==> src/rtl/interval_timer_ctrl.sv <==
// interval_timer_ctrl: command-driven interval timer sequencer.
// Accepts {limit, periodic} commands over a valid/ready handshake in IDLE.
// In RUN it counts 0..limit, then emits a one-cycle tick, and either
// reloads (periodic) or returns to IDLE (one-shot). stop_i aborts silently.
// Optional build macro INTERVAL_TIMER_PRESCALE_EN slows the count step to
// once every PRESCALE cycles; ports and state encoding are unchanged.
module interval_timer_ctrl #(
  parameter int CNT_W    = 3,
  parameter int PRESCALE = 4
) (
  input  logic             clk,
  input  logic             reset_i,
  input  logic             cmd_valid_i,
  output logic             cmd_ready_o,
  input  logic [CNT_W-1:0] cmd_limit_i,
  input  logic             cmd_periodic_i,
  input  logic             stop_i,
  output logic [CNT_W-1:0] count_o,
  output logic             busy_o,
  output logic             tick_o
);

  typedef enum logic {IDLE = 1'b0, RUN = 1'b1} state_t;

  // Reject parameter values the datapath cannot represent.
  if (CNT_W < 1) begin : g_bad_cnt_w
    $error("CNT_W must be at least 1");
  end
  if (PRESCALE < 2) begin : g_bad_prescale
    $error("PRESCALE must be at least 2");
  end

  state_t           state_reg, state_next;
  logic [CNT_W-1:0] count_reg, count_next;
  logic [CNT_W-1:0] limit_reg, limit_next;
  logic             per_reg, per_next;
  logic             tick_reg, tick_next;
  logic             accept;
  logic             step;
  logic             terminal;

  assign accept   = cmd_valid_i && (state_reg == IDLE);
  // Stop has priority over reaching the terminal count.
  assign terminal = (state_reg == RUN) && !stop_i && step && (count_reg == limit_reg);

`ifdef INTERVAL_TIMER_PRESCALE_EN
  localparam int PW = $clog2(PRESCALE);
  localparam logic [PW-1:0] PRE_LAST = PW'(PRESCALE - 1);

  logic [PW-1:0] pre_reg, pre_next;

  // The strobe fires on the last cycle of each PRESCALE-long window, so the
  // first step lands PRESCALE cycles after entering RUN.
  assign step = (pre_reg == PRE_LAST);

  // Prescale counter runs only while staying in RUN; otherwise it clears.
  always_comb begin
    pre_next = '0;
    if (state_reg == RUN && state_next == RUN && !stop_i) begin
      pre_next = (pre_reg == PRE_LAST) ? '0 : pre_reg + 1'b1;
    end
  end

  // Prescale counter register.
  always_ff @(posedge clk or posedge reset_i) begin
    if (reset_i) pre_reg <= '0;
    else         pre_reg <= pre_next;
  end
`else
  assign step = 1'b1;
`endif

  // State and datapath registers.
  always_ff @(posedge clk or posedge reset_i) begin
    if (reset_i) begin
      state_reg <= IDLE;
      count_reg <= '0;
      limit_reg <= '0;
      per_reg   <= 1'b0;
      tick_reg  <= 1'b0;
    end else begin
      state_reg <= state_next;
      count_reg <= count_next;
      limit_reg <= limit_next;
      per_reg   <= per_next;
      tick_reg  <= tick_next;
    end
  end

  // Next-state decision.
  always_comb begin
    state_next = state_reg;
    case (state_reg)
      IDLE: if (accept) state_next = RUN;
      RUN: begin
        if (stop_i)                     state_next = IDLE;
        else if (terminal && !per_reg)  state_next = IDLE;
      end
      default: state_next = IDLE;
    endcase
  end

  // Datapath updates and status decodes.
  always_comb begin
    count_next  = count_reg;
    limit_next  = limit_reg;
    per_next    = per_reg;
    tick_next   = 1'b0;
    cmd_ready_o = (state_reg == IDLE);
    busy_o      = (state_reg == RUN);
    if (accept) begin
      limit_next = cmd_limit_i;
      per_next   = cmd_periodic_i;
      count_next = '0;
    end else if (state_reg == RUN) begin
      if (stop_i) begin
        count_next = '0;
      end else if (terminal) begin
        // Terminal is detected by compare, so the adder never wraps.
        count_next = '0;
        tick_next  = 1'b1;
      end else if (step) begin
        count_next = count_reg + 1'b1;
      end
    end
  end

  assign count_o = count_reg;
  assign tick_o  = tick_reg;

endmodule

==> config.mk <==
export PLATFORM = sky130hd
export DESIGN_NAME = interval_timer_ctrl
export DESIGN_NICKNAME = d
export VERILOG_FILES = /design/src/rtl/interval_timer_ctrl.sv
export SDC_FILE = /design/constraint.sdc
export NUM_CORES = 1
export LEC_CHECK = 0
export ABC_AREA = 1
export CORE_AREA = 2 2 39 41
export DETAILED_ROUTE_END_ITERATION = 6
export DIE_AREA = 0 0 41 43
export PLACE_DENSITY = 0.62
export SLEW_MARGIN = 40
export SYNTH_ARGS = -nofsm -noshare
export SYNTH_HDL_FRONTEND = slang
export SYNTH_SLANG_ARGS = --single-unit
==> constraint.sdc <==
create_clock -name clk -period 2.5 [get_ports clk]
set_input_delay 0.375 -clock clk [delete_from_list [all_inputs] [get_ports clk]]
set_output_delay 0.375 -clock clk [all_outputs]
set_load 0.02 [all_outputs]
==> results of run 1 <==
-- stage by stage --
step	hold WS [ns]	setup WS [ns]	cell area, µm²	std cells
5_1_grt	0.442	0.707	616	86
2_1_floorplan	0.203	1.39	439	53
3_5_place_dp	0.502	1.02	589	82
4_1_cts	0.390	0.731	616	86
3_3_place_gp	0.464	1.03	589	82
6_report	0.384	0.739	616	86
-- cell usage after synthesis --
master	instances	share of area, %
xnor2_1	1	2.0
nor2_4	1	2.6
nand2_2	1	1.4
inv_2	1	0.85
dfrtp_1	9	51
nand3_1	4	4.6
nor3_2	1	2.3
nand3_2	1	2.3
nand2_1	22	19
ha_1	1	2.8
o21ai_0	2	2.3
inv_1	7	6.0
nor2_1	1	0.85
xor2_1	1	2.0
-- cell families (layout without fill, tap and decap cells) --
kind of cell / Yosys count / count (layout)
flops: 9 / 9
fa+ha+maj: 1 / 1
simple gates: 31 / 31
xor+xnor: 2 / 2
buf+inv: 8 / 25
compound gates: 2 / 2
-- metal layers --
| metal | share of wire (%) | global-route usage (%) | up-vias |
|---|---|---|---|
| met1 | 48 | 18.1 | 158 |
| met2 | 45 | 14.7 | 11 |
| met4 | 2.3 | 12.0 | 0 |
| met3 | 4.0 | 1.57 | 2 |
| met5 | 0 | 0 | - |
| li1 | - | - | 193 |
-- power groups by stage --
stage                     clock, W  sequential, W  combinational [W]
after floorplan                  0       0.000273           0.000168
after global placement           0       0.000248           0.000302
after detailed placement         0       0.000251           0.000307
after CTS                 0.000117       0.000249           0.000307
after global routing      0.000119       0.000255           0.000345
final                     0.000113       0.000247           0.000304
-- worst max-delay path: stages (launching register included) --
cell and delay, ns:
dfrtp_1 0.40, inv_2 0.12, clkdlybuf4s50_1 0.61
-- how the worst min path moves through the flow --
| stage | start | end | slack (ns) | depth (start not counted) |
|---|---|---|---|---|
| after detailed placement | limit_reg[0] | limit_reg[0] | 0.50 | 2 |
| after global routing | reset_i | limit_reg[0] | 0.44 | 2 |
| after floorplan | reset_i | busy_o | 0.20 | 1 |
| final | reset_i | per_reg | 0.38 | 2 |
| after CTS | reset_i | per_reg | 0.39 | 2 |
| after global placement | per_reg | per_reg | 0.46 | 2 |
-- layout make-up --
type                    instances  area [µm²]
clock buffers                   4        26.3
inverters                       8        30.0
multi-input cells              36         184
fillers                       145         768
flip-flops and latches          9         225
well taps                      16        20.0
repair buffers                 13         130
==> results.sh, run 1 <==
export IMPL_ys_seq_elements=9
export IMPL_grt_first_pass_wirelength_mm=1.40
export IMPL_ys_warn_count=0
export IMPL_critPathKind="reg2out"
export IMPL_p_total_w=0.000664
export IMPL_synth_adder_area_share_pct=2.85
export IMPL_worst_setup_path_start_kind="flop"
export IMPL_ir_drop_uv=567
export IMPL_synth_top_family_by_area="simple AND/OR/NAND/NOR gates"
export IMPL_ctsHoldBuffers=0
export IMPL_antenna_found_initial=0
export IMPL_track_usage_pct=12.4
export IMPL_worstSetupEndpoint="cmd_ready_o"
export IMPL_power_switching_w=0.000270
export IMPL_timing_fmax_ghz=0.568
export IMPL_finalMaxSlewViolations=0
export IMPL_port_buffers=13
export IMPL_die_w_um=41
export IMPL_chipHeight_um=43
export IMPL_core_area_um2=1380
export IMPL_place_congestion=0.671
export IMPL_setup_violations=0
export IMPL_internal_power_w=0.000394
export IMPL_ys_types=14
export IMPL_cts_root_buf="clkbuf_4"
export IMPL_utilization_pct=44.5
export IMPL_netSwitchingFraction_pct=40.6
export IMPL_status="complete, no violations"
export IMPL_timing_final_crit_period_ns=1.76
export IMPL_drt_total_wl_um=841
export IMPL_r2r_cells=4
export IMPL_max_slew_margin_rel_pct=74.9
export IMPL_cts_num_sinks=9
export IMPL_drive_gt1_share_pct=11.4
export IMPL_layout_nets=80
export IMPL_htreeDepth=1
export IMPL_period_share_pct=70.4
export IMPL_maxCapViolCount=0
export IMPL_hold_viol=0
export IMPL_first_iter_violations=6
export IMPL_yosys_area_share_simple_pct=32.8
export IMPL_p_seq_share_pct=37.3
export IMPL_crit_required_ns=2.12
export IMPL_drtPass1Iterations=4
export IMPL_drc=0
export IMPL_post_synth_cell_area_avg_um2=8.29
export IMPL_cp_max_fo=4
export IMPL_synth_compound_area_share_pct=2.28
export IMPL_grt_overflow_total=0
export IMPL_rsz0062_at_grt="no"
export IMPL_r2r_start="count_o[0]"
export IMPL_critPathArrivalTime_ns=1.39
export IMPL_dieArea_um2=1760
export IMPL_viasPerCell=4.23
export IMPL_cellLeakagePower_nw=0.312
export IMPL_drtAntennaViolNets=0
export IMPL_clk_latency_ns=0.26
export IMPL_synthXorXnorAreaFrac_pct=3.99
export IMPL_critPathCaptureType="output port"
export IMPL_area_growth_pct=40.2
export IMPL_layout_commonest_cell="nand2_1"
export IMPL_num_rows=14
export IMPL_synth_area_mux_share_pct=0
export IMPL_avgRoutedWirePerCell_um=9.78
export IMPL_dp_hpwl_um=668
export IMPL_numCtsBuffers=3
export IMPL_ys_seq_area_share_pct=51.3
export IMPL_p_comb_share_pct=45.8
export IMPL_syn_nets=62
export IMPL_cts_tree="done"
export IMPL_syn_area_um2=439
export IMPL_hold_path_class="in2async"
export IMPL_clk_path_buf_depth=2
export IMPL_vias=364
export IMPL_grt_max_degree=10
export IMPL_pwr_share_clk_pct=17.0
export IMPL_finalSetupTns_ns=0
export IMPL_layout_common_cells="nand2_1, clkdlybuf4s50_1, dfrtp_1"
export IMPL_worstMarginPinSlew_ns=0.375
export IMPL_post_cts_buffers=0
export IMPL_skew_ns=0.000237
export IMPL_r2r_end="count_o[2]"
export IMPL_power_density_nw_per_um2=1080
export IMPL_clkSlewWorstSetupHoldPaths_ns=0.06
export IMPL_antenna_cells=0
export IMPL_crit_start="busy_o"
export IMPL_rrSetupSlack_ns=1.45
export IMPL_start_util_pct=31.7
export IMPL_io_pins=14
export IMPL_grt_pass1_vias=315
export IMPL_synthCells=53
export IMPL_cts_resized_gates=0
Power figures use the tool's default switching activity.
==> run 2, diff against run 1 <==
clock period = 1.69 ns   (was 2.5 ns; I/O delays follow)
==> run 2 against run 1 <==
Effect of this change:
- critical path depth is the same
- highest routed layer unchanged
- first-iteration DRC count up 17%
- setup slack got worse by 0.68 ns
- combinational power is 47% higher
- global-route usage grew 0.19 points
- core utilization did not move
- clock power is 47% higher
- clock skew increased by 0.0030 ns
- largest cell class unchanged
- die area did not move
- sequential share of layout area did not move
- power grew 47%
- sequential power grew 47%
==> results.sh, run 2 (same netlist as run 1, synthesis figures left out) <==
export IMPL_setup_slack_ns=0.0587
export IMPL_ctsHoldBuffers=0
export IMPL_first_iter_violations=7
export IMPL_pre_cts_slack_ns=0.331
export IMPL_cts_tree="done"
export IMPL_drtAntennaViolNets=0
export IMPL_worst_setup_path_start_kind="flop"
export IMPL_timing_final_crit_period_ns=1.63
export IMPL_period_share_pct=96.5
export IMPL_drt_total_wl_um=832
export IMPL_grt_first_pass_wirelength_mm=1.37
export IMPL_finalMaxSlewViolations=0
export IMPL_dp_hpwl_um=652
export IMPL_critPathCaptureType="output port"
export IMPL_port_buffers=13
export IMPL_avgRoutedWirePerCell_um=9.67
export IMPL_layout_nets=80
export IMPL_numCtsBuffers=3
export IMPL_grt_use_met3_pct=7.85
export IMPL_core_area_um2=1380
export IMPL_critPathArrivalTime_ns=1.38
export IMPL_area_growth_pct=40.2
export IMPL_rsz0062_at_grt="no"
export IMPL_drive_gt1_share_pct=11.4
export IMPL_clk_path_buf_depth=2
export IMPL_clk_latency_ns=0.26
export IMPL_dieArea_um2=1760
export IMPL_drtPass1Iterations=2
export IMPL_clkSlewWorstSetupHoldPaths_ns=0.06
export IMPL_finalSetupTns_ns=0
export IMPL_grt_pass1_vias=314
export IMPL_skew_ns=0.00328
export IMPL_critPathKind="reg2out"
export IMPL_use_met1_pct=15.7
export IMPL_grt_busiest_layer="met1"
export IMPL_ir_drop_uv=704
export IMPL_layout_commonest_cell="nand2_1"
export IMPL_grt_overflow_total=0
export IMPL_max_slew_margin_rel_pct=76.5
export IMPL_io_pins=14
export IMPL_place_congestion=0.671
export IMPL_hold_viol=0
export IMPL_maxCapViolCount=0
export IMPL_grt_max_degree=10
export IMPL_layout_common_cells="nand2_1, clkdlybuf4s50_1, dfrtp_1"
export IMPL_drc=0
export IMPL_setup_violations=0
export IMPL_power_density_nw_per_um2=1590
export IMPL_timing_fmax_ghz=0.613
export IMPL_antenna_found_initial=0
export IMPL_start_util_pct=31.7
export IMPL_cts_resized_gates=0
export IMPL_cp_max_fo=4
export IMPL_cts_num_sinks=9
export IMPL_htreeDepth=1
export IMPL_track_usage_pct=12.6
export IMPL_crit_required_ns=1.44
export IMPL_viasPerCell=4.10
export IMPL_antenna_cells=0
export IMPL_hold_path_class="in2async"
export IMPL_num_rows=14
export IMPL_die_w_um=41
export IMPL_cts_root_buf="clkbuf_4"
export IMPL_n_fill_cell=150
export IMPL_vias=353
export IMPL_met2_usage_pct=15.6
export IMPL_cellLeakagePower_nw=0.312
export IMPL_post_cts_buffers=0
export IMPL_worstMarginPinSlew_ns=0.353
export IMPL_status="complete, no violations"
export IMPL_chipHeight_um=43
-- run 2: cell counts in the layout (fill, tap and decap cells not counted) --
Identical to the previous run, type by type.
-- run 2: per-stage QoR --
step                instance area (µm²)  cells  power (W)  hold slack [ns]  utilization [%]
CTS                                 616     86   0.000999            0.259             44.5
floorplan                           439     53   0.000653           0.0814                -
finish                              616     86   0.000978            0.251             44.5
detailed placement                  589     82   0.000823            0.496             42.6
global placement                    589     82   0.000813            0.464             42.6
global route                        616     86    0.00107            0.310             44.5
-- run 2: where the power goes --
| group | internal, W | switching [W] | total [W] |
|---|---|---|---|
| clock | 0.0000910 | 0.0000752 | 0.000166 |
| sequential | 0.000300 | 0.0000631 | 0.000364 |
| combinational | 0.000192 | 0.000256 | 0.000448 |
| total | 0.000583 | 0.000395 | 0.000978 |
-- run 2: path summary, 6_finish.rpt --
path	cells past startpoint	to	slack, ns	start
max in group asynchronous	2	busy_o	1.18	reset_i
max reg2reg	4	count_o[2]	0.64	count_o[0]
min	2	limit_reg[1]	0.25	reset_i
max	2	cmd_ready_o	0.06	busy_o
min in group clk	2	per_reg	0.50	per_reg
min reg2reg	2	per_reg	0.50	per_reg
-- run 2: layer usage --
| layer | wire, µm | vias to the layer above |
|---|---|---|
| met2 | 366 | 13 |
| met3 | 62 | 2 |
| li1 | - | 194 |
| met1 | 384 | 144 |
| met4 | 19 | 0 |
| met5 | 0 | - |
-- run 2: layout make-up --
type,instances,area [µm²],share of cell area (%)
multi-input combinational,36,184,29.9
timing repair buffer,13,130,21.1
tap,16,20.0,3.25
sequential,9,225,36.6
inverter,8,30.0,4.88
clock buffer,4,26.3,4.27
-- run 2: worst max-delay path, cell delays in order (launching register included) --
cell and delay (ns):
dfrtp_1 0.39, inv_2 0.11, clkdlybuf4s50_1 0.61
